[config.mk]
export PLATFORM = sky130hd
export DESIGN_NAME = retire_rat
export DESIGN_NICKNAME = d
export VERILOG_FILES = /design/src/rtl/retire_rat.sv
export SDC_FILE = /design/constraint.sdc
export NUM_CORES = 1
export LEC_CHECK = 0
export BUFFER_PORTS_ARGS = -buffer_cell sky130_fd_sc_hd__buf_2
export CORE_ASPECT_RATIO = 0.6
export CORE_UTILIZATION = 55
export DETAILED_ROUTE_END_ITERATION = 16
export PLACE_DENSITY = 0.72
export REMOVE_ABC_BUFFERS = 1
export SYNTH_ARGS = -nofsm -noshare
export SYNTH_HDL_FRONTEND = slang
export SYNTH_SLANG_ARGS = --single-unit
export TNS_END_PERCENT = 100
[constraint.sdc]
create_clock -name clk -period 8.96 [get_ports clk]
set_input_delay 0.448 -clock clk [delete_from_list [all_inputs] [get_ports clk]]
set_output_delay 0.448 -clock clk [all_outputs]
set_load 0.02 [all_outputs]
[src/rtl/retire_rat.sv]
// Retirement RAT: records committed arch->phys mappings, frees the displaced physical register,
// and streams the committed map back to the front-end RAT after a flush. Optional: RRAT_MAP_CHECK_EN.
module retire_rat #(
   parameter int ARCH_REGS     = 32,
   parameter int PHYS_REG_ADDR = 6
) (
   input  logic                             clk,
   input  logic                             rst,
   input  logic                             commit_valid,
   input  logic [$clog2(ARCH_REGS)-1:0]     commit_arch_rd,
   input  logic [PHYS_REG_ADDR-1:0]         commit_phys_rd,
   input  logic                             flush,
   output logic                             free_w_en,
   output logic [PHYS_REG_ADDR-1:0]         freed_physical_reg,
   output logic                             restore_valid,
   output logic [$clog2(ARCH_REGS)-1:0]     restore_arch,
   output logic [PHYS_REG_ADDR-1:0]         restore_phys,
   output logic                             restore_busy,
   output logic                             map_err
);

   localparam int ARCH_W = $clog2(ARCH_REGS);
   localparam logic [ARCH_W-1:0] LAST_BEAT = ARCH_W'(ARCH_REGS - 1);

   typedef enum logic {
      IDLE    = 1'b0,
      RESTORE = 1'b1
   } state_e;

   state_e                   r_state, w_state_nxt;
   logic [ARCH_W-1:0]        r_cnt, w_cnt_nxt;
   logic [PHYS_REG_ADDR-1:0] r_map [ARCH_REGS];

   logic                     w_commit;
   logic                     w_free;
   logic                     w_beat;
   logic [ARCH_W-1:0]        w_beat_arch;

   logic                     r_free_w_en;
   logic [PHYS_REG_ADDR-1:0] r_freed;
   logic                     r_restore_valid;
   logic [ARCH_W-1:0]        r_restore_arch;
   logic [PHYS_REG_ADDR-1:0] r_restore_phys;
   logic                     r_restore_busy;

   // A flush-cycle commit still lands in the map; only its free write is dropped.
   assign w_commit = commit_valid && (commit_arch_rd != '0) && ((r_state == IDLE) || flush);
   assign w_free   = w_commit && !flush;

   // r_cnt holds the index of the next beat to emit; a flush emits beat 0 at its own edge.
   always_comb begin
      w_state_nxt = r_state;
      w_cnt_nxt   = r_cnt;
      w_beat      = 1'b0;
      w_beat_arch = r_cnt;
      if (flush) begin
         w_state_nxt = RESTORE;
         w_cnt_nxt   = ARCH_W'(1);
         w_beat      = 1'b1;
         w_beat_arch = '0;
      end else if (r_state == RESTORE) begin
         w_beat    = 1'b1;
         w_cnt_nxt = r_cnt + ARCH_W'(1);
         if (r_cnt == LAST_BEAT) begin
            w_state_nxt = IDLE;
         end
      end
   end

   always_ff @(posedge clk or posedge rst) begin
      if (rst) begin
         r_state <= IDLE;
         r_cnt   <= '0;
      end else begin
         r_state <= w_state_nxt;
         r_cnt   <= w_cnt_nxt;
      end
   end

   // NOTE: this array is reset on purpose -- the identity mapping is architectural state, not scratch storage.
   always_ff @(posedge clk or posedge rst) begin
      if (rst) begin
         for (int i = 0; i < ARCH_REGS; i++) begin
            r_map[i] <= PHYS_REG_ADDR'(i);
         end
      end else if (w_commit) begin
         r_map[commit_arch_rd] <= commit_phys_rd;
      end
   end

   always_ff @(posedge clk or posedge rst) begin
      if (rst) begin
         r_free_w_en     <= 1'b0;
         r_freed         <= '0;
         r_restore_valid <= 1'b0;
         r_restore_arch  <= '0;
         r_restore_phys  <= '0;
         r_restore_busy  <= 1'b0;
      end else begin
         r_free_w_en     <= w_free;
         r_freed         <= w_free ? r_map[commit_arch_rd] : '0;
         r_restore_valid <= w_beat;
         r_restore_arch  <= w_beat ? w_beat_arch : '0;
         r_restore_phys  <= w_beat ? r_map[w_beat_arch] : '0;
         r_restore_busy  <= w_beat;
      end
   end

   assign free_w_en          = r_free_w_en;
   assign freed_physical_reg = r_freed;
   assign restore_valid      = r_restore_valid;
   assign restore_arch       = r_restore_arch;
   assign restore_phys       = r_restore_phys;
   assign restore_busy       = r_restore_busy;

`ifdef RRAT_MAP_CHECK_EN
   localparam int PHYS_REGS = 2 ** PHYS_REG_ADDR;

   logic [PHYS_REGS-1:0] r_mapped;
   logic                 r_map_err;

   always_ff @(posedge clk or posedge rst) begin
      if (rst) begin
         r_mapped  <= {{(PHYS_REGS - ARCH_REGS){1'b0}}, {ARCH_REGS{1'b1}}};
         r_map_err <= 1'b0;
      end else begin
         r_map_err <= w_commit && (r_mapped[commit_phys_rd] || (commit_phys_rd == '0));
         if (w_commit) begin
            // Set after clear so a commit re-installing the same register keeps its bit.
            r_mapped[r_map[commit_arch_rd]] <= 1'b0;
            r_mapped[commit_phys_rd]        <= 1'b1;
         end
      end
   end

   assign map_err = r_map_err;
`else
   assign map_err = 1'b0;
`endif

endmodule
* Word level (Yosys, flattened, before mapping)
Index checks and enable logic that the tools add are counted.
** Storage, ports and cells
- Register bits after elaboration :: 217
- Logic and storage cells :: 75
** Cells by class
- Add/subtract/negate cells :: 1
- Order comparisons :: 3
- Equality and inequality tests :: 1
- Mux-type cells :: 20
- Bitwise gates (word level) :: 3
- Reduce and logical (&&, ||, !) cells :: 8
** Operators with widths (count)
- 192-bit bitwise mux :: 1
- 6-bit binary-select mux with 5-bit select :: 2
- 6-bit two-way mux :: 7
- 6-bit demux with 5-bit select :: 1
- 5-bit two-way mux :: 4
- 6-bit greater-or-equal comparator, second input constant :: 2
- 5-bit inverter with 6-bit output :: 2
- 6-bit by 1-bit < comparator with 1-bit output, second input constant :: 1
- 5-bit by 1-bit adder with 5-bit output, second input constant :: 1
- 5-bit equality test, second input constant :: 1
- 1-bit two-way mux :: 5
- 5-bit nonzero test :: 1
- 1-bit logical AND :: 4
- 2-bit nonzero test :: 1
- 1-bit logical NOT :: 1
- 1-bit logical OR :: 1
- 1-bit inverter :: 1

* Depth between registers and ports, before layout
- Depth after elaboration :: 6
- Depth in mapped cells :: 7

* Worst setup path after synthesis
Ideal clock, no wire load.
- Path kind :: in2reg
- From :: input port commit_arch_rd[0]
- To :: register r_map[126] (netlist name)
- Setup time :: 0.125 ns
- Arrival :: 1.889 ns
- Data required time :: 8.835 ns
- Path slack :: 6.946 ns
- Stages :: 6
- Buffers on the path :: 3
- Cells stage by stage :: buf_6 > buf_12 > buf_12 > nand4b_4 > nor3_4 > mux2_2
** Between the ends
- Word-level cells in the longest chain between the ends :: 6
- Elaborated cells on any way between the ends :: 10
- Those cells by class :: order compare: 2; mux: 3; bitwise: 1; reduce/logical: 4
** RTL lines
- from (decl) :: RTL line 10 : input logic [$clog2(ARCH_REGS)-1:0] commit_arch_rd,
- 5-bit inverter with 6-bit output (implied by the code) :: RTL line 87 : r_map[commit_arch_rd] <= commit_phys_rd;
- 6-bit greater-or-equal comparator (implied by the code) or 6-bit by 1-bit < comparator with 1-bit output (tied branches) :: RTL line 87
- 1-bit logical AND (implied by the code) :: RTL line 87
- 6-bit two-way mux (implied by the code) :: RTL line 87
- 6-bit demux with 5-bit select :: RTL line 87
- 192-bit bitwise mux :: RTL line 87
- to (signal, indexed assignment) :: RTL line 84 : r_map[i] <= PHYS_REG_ADDR'(i);
- to (signal, indexed assignment) :: RTL line 87
- to (decl) :: RTL line 32 : logic [PHYS_REG_ADDR-1:0] r_map [ARCH_REGS];
Parallel ways exist; a longest one is shown, timed or not.
A chain may end at the register's enable or synchronous reset.

* Worst setup path in the final report
- From :: register r_cnt[0]
- To :: register r_restore_phys[4], in the netlist restore_phys[4]
** Between the ends
- Word-level cells in the longest chain between the ends :: 6
** RTL lines
- from (decl) :: RTL line 31 : logic [ARCH_W-1:0] r_cnt, w_cnt_nxt;
- from (signal assigned) :: RTL line 76 : r_cnt <= w_cnt_nxt;
- 5-bit two-way mux :: RTL line 56 : if (flush) begin
- 5-bit inverter with 6-bit output (implied by the code) :: RTL line 104 : r_restore_phys <= w_beat ? r_map[w_beat_arch] : '0;
- 6-bit binary-select mux with 5-bit select :: RTL line 104
- 6-bit two-way mux (implied by the code) (2 in series) :: RTL line 104
- 6-bit two-way mux :: RTL line 104
- to (signal assigned) :: RTL line 104
- to (decl) :: RTL line 43 : logic [PHYS_REG_ADDR-1:0] r_restore_phys;
Every way passes these cells. The select of a mux whose other input is x is not followed.

==> flow_summary_export.csv <==
group,metric,value,unit
routing,vias,8208,
finish,fin_util,0.619,
synthesis,yosysWarnings,0,
placement,dp_hpwl,22200,um
floorplan,die_area,22000,um^2
worst_hold_path,hold_class,"input pin to asynchronous set/reset pin",
cts,hold_buffers,0,
synthesis,yosysUniqueCellTypes,62,
cts,clockBufferDepth,3,
timing,rsz0062_at_grt,"false",
synthesis,synth.top_cell.area_share,0.292,
global_routing,grt_pass1_vias,7737,
critical_path,arrival,3420,ps
pwr,p_leak,5.54,nW
floorplan,start_util,0.574,
run_status,status,"finished, final reports clean",
pwr,p_per_area,206,nW/um^2
pwr,ir_drop,0.168,mV
synthesis,synthesis.area,11800,um^2
critical_path,reg2reg_depth,3,
floorplan,die_x,191,um
synthesis,ys_seq_elements,217,
finish,final_net_count,899,
synthesis,synth_top_area_cell,"dfrtp_1",
global_routing,grt_max_degree,148,
global_routing,met3_usage,0.0717,
critical_path,r2r-start,"r_cnt[0]$_DFFE_PP0P_",
timing,worst_clock_skew,11.9,ps
global_routing,grt_pass1_wl,51300,um
global_routing,grt_use_total,0.318,
routing,drc,0,
global_routing,grtUsageMet1,0.500,
synthesis,ys_async_sr_fraction,1.00,
timing,tns,0,ps
critical_path,reg2reg_to,"restore_phys[4]$_DFF_PP0_",
finish,fillCellCount,1594,
timing,hold_viol,0,
timing,slew_viol_final,0,
timing,fin_crit_sh,0.346,
cts,ctsResizeCount,0,
critical_path,required,9280,ps
routing,firstDrtPassIters,5,
cts,clock-sinks,217,
critical_path,path_max_fanout,48,
finish,drive_gt1_frac,0.468,
run,drv_cap,0,
critical_path,critPathLaunchType,"register",
cts,cts_tree,"done",
critical_path,crit_family,"compound AO/OA/AOI/OAI gates",
synthesis,syn_inst,890,
floorplan,rows,40,
global_routing,grt.busiest_layer,"met1",
finish,diodes,0,
critical_path,path_class,"register to register",
routing,vias_per_cell,7.02,
cts,cts_setup_buffers,0,
timing,tightest_slew,1280,ps
critical_path,cpPeakStageDelay,1120,ps
critical_path,end_kind,"register",
routing,routedWlPerCell,28.7,um
synthesis,syn_avg_cell_area,13.2,um^2
routing,wirelength,33600,um
timing,clock.fmax,322,MHz
global_routing,overflow,0,
cts,clk_latency,510,ps
timing,slew_headroom,0.122,
floorplan,coreArea,20500,um^2
global_routing,use_met2,0.450,
finish,largest_reg_flops,192,
cts,cts_buffers,21,
timing,finalCriticalPeriod,3100,ps
critical_path,crit_chain,"mux4_2 > a2111oi_0 > o32ai_1",
cts,root_buffer,"clkbuf_16",
placement,portBuffers,34,
floorplan,die_h,115,um
cts,h-tree-depth,1,
routing,first_iter_violations,898,
routing,ant_nets,0,
critical_path,ff2ff_setup_slack,5860,ps
floorplan,io-pin-count,36,
placement,gp_congestion,0.956,
synthesis,synth-edff-count,0,
synthesis,synthTopCellsByArea,"dfrtp_1 (29%), mux2_2 (18%), dfstp_2 (18%)",
finish,syn_to_final_growth,7.79,%
critical_path,slowest_stage,"a2111oi_0",
critical_path,path_buf_inv,0,
global_routing,antenna_found_initial,0,
synthesis,ys_seq_area_frac,0.471,
timing,setup_viol,0,
cts,clkTransAtPathRegs,70,ps
synthesis,synthFlopType,"dfrtp_1",
-- power breakdown --
| group | internal [W] | switching [W] | leakage (nW) | total [W] |
|---|---|---|---|---|
| Sequential | 0.00114 | 0.000101 | 2.65 | 0.00124 |
| Combinational | 0.000222 | 0.000242 | 2.55 | 0.000464 |
| Clock | 0.000505 | 0.000396 | 0.340 | 0.000901 |
-- routing by layer --
layer | vias to the layer above | share of wire
li1 | 3354 | -
met1 | 4312 | 0.44
met2 | 494 | 0.42
met3 | 48 | 0.12
met4 | 0 | 0.017
met5 | - | 0
-- placed cells by master, fill, tap and decap left out, types with 4 or more instances in the layout --
cell type,netlist,routed
mux2_2,189,189
nand2_1,25,25
nand2b_1,10,10
buf_2,22,33
a2111oi_0,6,6
inv_1,15,14
buf_4,7,9
nand3_1,11,11
clkbuf_8,0,5
dfrtp_1,137,135
and2_1,6,6
nor2_1,47,47
o21ai_0,30,30
mux4_2,39,39
nor3_4,4,4
clkinv_4,0,4
o2111ai_1,4,4
nor2b_1,11,11
o221ai_1,19,19
o22ai_1,16,16
or2_2,7,7
clkbuf_16,0,21
nor2_4,8,8
mux4_1,17,17
a21oi_1,24,24
o22a_1,5,5
a211oi_1,6,6
nor3_1,5,5
mux2i_1,45,45
dfstp_2,80,80
-- per-stage QoR --
stage	area [um^2]	std cells	hold slack (ps)	total power, W	setup slack (ps)
after floorplan	11400	817	362	0.00153	2710
after global placement	12000	1132	391	0.00169	5880
after detailed placement	12000	1132	389	0.00170	5860
after CTS	12700	1169	231	0.00260	5990
after global routing	12700	1169	258	0.00269	5860
final	12700	1169	117	0.00260	5860
-- worst max path at each step --
stage / start / end / depth (start not counted)
after CTS: r_cnt[0]$_DFFE_PP0P_ / restore_phys[5]$_DFF_PP0_ / 6
after global placement: commit_arch_rd[0] / freed_physical_reg[4]$_DFF_PP0_ / 6
after global routing: r_cnt[2]$_DFFE_PP0P_ / restore_phys[4]$_DFF_PP0_ / 6
after floorplan: rst / free_w_en$_DFF_PP0_ / 1
final: r_cnt[0]$_DFFE_PP0P_ / restore_phys[4]$_DFF_PP0_ / 3
after detailed placement: flush / r_map[5]$_DFFE_PP0P_ / 6
-- cell type report --
cell class / count / area (um^2) / area share
tap: 273 / 342 / 0.0270
clock buffer: 28 / 602 / 0.0475
clock inverter: 9 / 87.6 / 0.00691
multi-input combinational: 583 / 5800 / 0.458
inverter: 17 / 71.3 / 0.00563
sequential: 217 / 5540 / 0.437
timing repair buffer: 42 / 233 / 0.0184
-- kinds of logic after synthesis --
group,after synthesis,share of synthesized area
buf+inv,90,0.0374
compound gates,136,0.0789
fa+ha+maj,2,0.00213
other cells,1,0.000319
flops,217,0.471
xor+xnor,3,0.00224
simple gates,151,0.0762
mux,290,0.332
-- synthesized netlist by cell type (all sizes together), types with 19 or more instances --
master and n:
a21oi 24, nor2 57, o21ai 30, dfstp 80, buf 36, mux4 56, clkbuf 37, o221ai 19
mux2 189, nand2 26, dfrtp 137, mux2i 45
-- worst register-to-register path, cell delays in order, from the launching register on --
cell and delay (ps):
dfrtp_4 870, mux4_2 620, a2111oi_0 1120, o32ai_1 300
Power figures use the tool's default switching activity.
